<file path="src/rtl/month_year_counter.sv">
// month_year_counter: month/year register pair for a calendar chain.
// Advances one month per one_month pulse, rolls DEC->JAN into the year,
// accepts presets through load, and flags rejected presets with load_err.
// leap_year and month_days are combinational views of the registers.
// Compile-time option: CENTURY_RULE_EN selects the full Gregorian leap rule;
// when undefined, every year divisible by 4 is a leap year.
module month_year_counter (
   input  logic        clk,
   input  logic        reset,
   input  logic        one_month,
   input  logic        load,
   input  logic [3:0]  load_month,
   input  logic [11:0] load_year,
   output logic [3:0]  month,
   output logic [11:0] year,
   output logic        leap_year,
   output logic [4:0]  month_days,
   output logic        one_year,
   output logic        load_err
);

   localparam logic [3:0]  JAN = 4'd1;
   localparam logic [3:0]  FEB = 4'd2;
   localparam logic [3:0]  MAR = 4'd3;
   localparam logic [3:0]  APR = 4'd4;
   localparam logic [3:0]  JUN = 4'd6;
   localparam logic [3:0]  SEP = 4'd9;
   localparam logic [3:0]  NOV = 4'd11;
   localparam logic [3:0]  DEC = 4'd12;

   localparam logic [11:0] RESET_YEAR = 12'd2024;

   logic load_ok;

   // A preset is accepted only when it names a real month, which keeps
   // the month register inside 1..12 in every reachable state.
   assign load_ok = (load_month >= JAN) && (load_month <= DEC);

   // Month/year state: reset beats load, load beats one_month.
   // NOTE: sequential state uses non-blocking assignments so every register
   // samples the pre-edge values; blocking here would create order-dependent
   // races between month, year and the pulse flags.
   always_ff @(posedge clk) begin
      one_year <= 1'b0;
      load_err <= 1'b0;
      if (reset) begin
         month <= MAR;
         year  <= RESET_YEAR;
      end else if (load) begin
         if (load_ok) begin
            month <= load_month;
            year  <= load_year;
         end else begin
            load_err <= 1'b1;
         end
      end else if (one_month) begin
         if (month == DEC) begin
            month    <= JAN;
            year     <= year + 12'd1;  // 12-bit add wraps 4095 -> 0
            one_year <= 1'b1;
         end else begin
            month <= month + 4'd1;
         end
      end
   end

   // Leap-year decode straight from the year register, no added latency.
   // NOTE: every combinational output gets a default before any branch so
   // no path leaves it unassigned, which would otherwise infer a latch.
   always_comb begin
      leap_year = 1'b0;
`ifdef CENTURY_RULE_EN
      leap_year = (((year % 12'd4) == 12'd0) && ((year % 12'd100) != 12'd0))
                  || ((year % 12'd400) == 12'd0);
`else
      leap_year = (year[1:0] == 2'b00);
`endif
   end

   // Length of the current month for the day counter.
   always_comb begin
      month_days = 5'd31;
      case (month)
         APR, JUN, SEP, NOV: month_days = 5'd30;
         FEB:                month_days = 5'd28 + {4'd0, leap_year};
         default:            month_days = 5'd31;
      endcase
   end

endmodule
</file>
<file path="config.mk">
export PLATFORM = sky130hd
export DESIGN_NAME = month_year_counter
export DESIGN_NICKNAME = d
export VERILOG_FILES = /design/src/rtl/month_year_counter.sv
export SDC_FILE = /design/constraint.sdc
export NUM_CORES = 1
export LEC_CHECK = 0
export ABC_AREA = 0
export BUFFER_PORTS_ARGS = -buffer_cell sky130_fd_sc_hd__buf_2
export CAP_MARGIN = 20
export CORE_MARGIN = 5
export CORE_UTILIZATION = 49
export DETAILED_ROUTE_END_ITERATION = 8
export PLACE_DENSITY = 0.9
export SLEW_MARGIN = 0
export SYNTH_ARGS = -nofsm -noshare
export SYNTH_HDL_FRONTEND = slang
export SYNTH_SLANG_ARGS = --single-unit
</file>
<file path="constraint.sdc">
create_clock -name clk -period 2 [get_ports clk]
set_input_delay 0.3 -clock clk [delete_from_list [all_inputs] [get_ports clk]]
set_output_delay 0.3 -clock clk [all_outputs]
set_load 0.02 [all_outputs]
</file>
==> metrics.md <==
| Metric | Value |
|---|---|
| Status | finished, final reports clean |
| Min-delay src | one_month |
| Worst hold path depth | 3 |
| Final nets | about 230 |
| Worst path cell trace | buf_4 > ha_1 > o21ai_0 > o21ai_0 > o21ai_0 > buf_2 |
| Final Hold Fails | 0 |
| Worst-case clock buffer depth | 2 |
| Hold endpoint | one_year |
| Share of the synthesized area in the top cell type | between 20% and 30% |
| Setup crit end kind | output pin |
| Routed Antenna Nets | 0 |
| Reg power frac | roughly 45% |
| Fmax | 543 MHz |
| Design area | about 0.0015 sq mm |
| Most common cell on crit path | o21ai_0 |
| #FFs+latches synth | 18 |
| 1st-iter DRT viols | 50 |
| Routed via count | 1335 |
| # rows | 18 |
| Placed Area | 0.00149 sq mm |
| Power consumption | 0.912 mW |
| Drt via density | around 5.8 |
| Crit Path Class | register to output pin |
| Clk_lat worst skew | roughly 300 ps |
| Vias in the first global route | between 1k and 1.5k |
| Final setup fails | 0 |
| Layout cells sized above 1 | 31.5% |
| Fin crit period | approximately 1800 ps |
| Power Internal | 0.601 mW |
| Post-synth EDFFs | 0 |
| First-pass GRT wire length | ~5400 um |
| CP Data Arrival Time | between 1500 and 2000 ps |
| Placer congestion estimate | 0.867 |
| Synth Cell Area | 0.00125 sq mm |
| Fin Clk Skew | between 5 and 6 ps |
| # DRC | 0 |
| Gate power share | 29.9% |
| Final hold slack | 274 ps |
| Initial antenna violation count | 0 |
| Synthesis-to-finish area growth | 22.1% |
| Syn Inst Count | ~160 |
| Max incr delay on CP | roughly 330 ps |
| Post-CTS sizing | 0 |
| Top FF cell, synth | dfxtp_1 |
| Synth top area cells | dfxtp_1 (29%), o21ai_0 (6.8%), ha_1 (6.0%) |
| Critical path peak fanout | 6 |
| Final worst path period share | roughly 90% |
| Port Buffers | 40 |
| Total Die Area | 0.00367 sq mm |
| Post-CTS Setup Repair Bufs | 0 |
| Hold_buf cts | 0 |
| Worst R2R Start | month[1] |
| Register area share after synthesis | 28.7% |
| Maxcap violations | 0 |
| Async set-reset flop share out of synthesis | 0% |
| Clock power share | 25.2% |
| Clock Pin Slew Worst Setup and Hold Paths | roughly 100 ps |
| Largest area contributor in the netlist | dfxtp_1 |
| Final setup margin | around 160 ps |
| Switching share of power | approximately 34% |
| Worst vdd ir | ~360 uV |
| Max H-tree Level | 1 |
| Drt wl/cell | ~14 um |
| Max Slew Vio Count | 0 |
| CP Launch Type | register |
| # diodes | 0 |
| CTS Buf Count | 3 |
| Clock root buffer | clkbuf_4 |
| RSZ-0062 raised after global routing | no |
| Grt ovf | 0 |
| Worst r2r dst | year[9] |
| Setup_tns | 0 ps |
| Initial Util | just over 50% |
| I/O pins | 44 |
| Tot GR Track Use | a little under a fifth |
| Synth unique cells | 49 |
| Syn avg cell area | 7.94 sq um |
| Width of the chip | between 60 and 70 um |
| Flop-to-flop setup slack | around 230 ps |
| Setup WS pre-CTS | 124 ps |
| Worst R2R Path Depth | 6 |
| CTS tree | built |
| Tightest Hold Check Type | primary input to register |
| Slowest CP cell | dfxtp_1 |
| Clock sinks | 18 |
| Die height | roughly 61 um |
| Leak Pwr | 0.667 nW |
| Worst Path Required | 1700 ps |
| Final wirelength | between 3000 and 4000 um |
| Drt pass-1 iters | 4 |
| HPWL Detailed | 2500 um |
| PwrDens | between 500 and 600 mW/mm^2 |
| Largest net degree at the start of global routing | 22 |
| YS warnings | 0 |
| Sw Pwr | a little over 0.3 mW |
| Core area | between 0.002 and 0.0025 sq mm |
-- placed cells by master (no fill, tap or decap), types with 2 or more instances in the layout --
master | netlist | final
buf_2 | 1 | 40
dfxtp_1 | 18 | 18
o21ai_0 | 17 | 17
nor2_1 | 16 | 16
inv_1 | 9 | 9
nand2_1 | 8 | 8
buf_4 | 3 | 8
a21oi_1 | 7 | 7
nand3_1 | 6 | 6
ha_1 | 6 | 6
nor3_1 | 5 | 5
a31oi_1 | 3 | 3
mux2i_1 | 3 | 3
nor4_1 | 3 | 3
conb_1 | 1 | 3
clkbuf_4 | 0 | 3
or3_1 | 2 | 2
nor2b_1 | 2 | 2
o21a_1 | 2 | 2
o21ai_1 | 2 | 2
nand4_1 | 2 | 2
a211oi_2 | 2 | 2
o31ai_1 | 2 | 2
a32oi_1 | 2 | 2
a22o_1 | 2 | 2
a211oi_1 | 2 | 2
or4_1 | 2 | 2
o21ai_2 | 2 | 2
a2bb2oi_1 | 2 | 2
-- state kept, by name (all words and copies together), names as in the netlist --
name      count
one_year      1
load_err      1
year         12
month         4
-- cell type report --
cell class / instances / area (sq um)
repair buffers: 48 / 260
fillers: 227 / 922
clock buffers: 4 / 36.3
multi-input cells: 120 / 801
inverters: 10 / 37.5
flip-flops and latches: 18 / 360
well taps: 30 / 37.5
-- through the flow --
stage,cells,util (%)
3_5_place_dp,226,60.6
6_report,230,62.4
2_1_floorplan,160,-
5_1_grt,230,62.4
4_1_cts,230,62.0
3_3_place_gp,226,60.6
-- cell usage after synthesis (all sizes together) (3+ instances only) --
cell type	n
nor2	16
nand2	8
clkbuf	6
mux2i	3
o21ai	21
dfxtp	18
a211oi	4
nor3	5
ha	6
a21oi	7
or4	3
buf	6
nand3	7
inv	9
a31oi	4
nor4	3
-- critical path, delay by kind of cell, from the launching register on --
| kind | cells | cell delay [ps] |
|---|---|---|
| AO/OA/AOI/OAI | 3 | 390 |
| flip-flops | 1 | 330 |
| buffers and inverters | 2 | 340 |
| adder cells (fa/ha/maj) | 1 | 200 |
-- power groups by stage --
| stage | Clock, mW | Combinational [mW] | Sequential, mW |
|---|---|---|---|
| finish | 0.230 | 0.273 | 0.409 |
| floorplan | 0 | 0.164 | 0.440 |
| detailed placement | 0 | 0.271 | 0.417 |
| CTS | 0.236 | 0.271 | 0.409 |
| global route | 0.259 | 0.300 | 0.413 |
| global placement | 0 | 0.264 | 0.415 |
-- worst max path at each step --
stage,from,endpoint,slack [ps],cells after the start
6_report,month[1],month_days[0],160,6
5_1_grt,month[1],month_days[0],50,6
4_1_cts,month[0],year[0],110,6
3_5_place_dp,load_month[0],year[3],120,5
3_3_place_gp,load_month[0],year[11],170,4
2_1_floorplan,month[0],month_days[0],130,5
-- per-layer routing --
layer  track usage [%]  vias up  share of wire [%]
li1                  -      664                  -
met1              23.3      629                 42
met2              33.7       37                 50
met3              2.34        5                6.3
met4              8.67        0                1.6
met5                 0        -                  0
-- kinds of logic after synthesis --
family,after synthesis,share of synthesized area [%]
other,1,0.299
flip-flops,18,28.7
adder cells (fa/ha/maj),6,5.98
AO/OA/AOI/OAI,56,32.3
AND/OR/NAND/NOR,51,20.5
buffers and inverters,22,8.87
multiplexers,4,3.29
(Power assumes the default switching activity.)
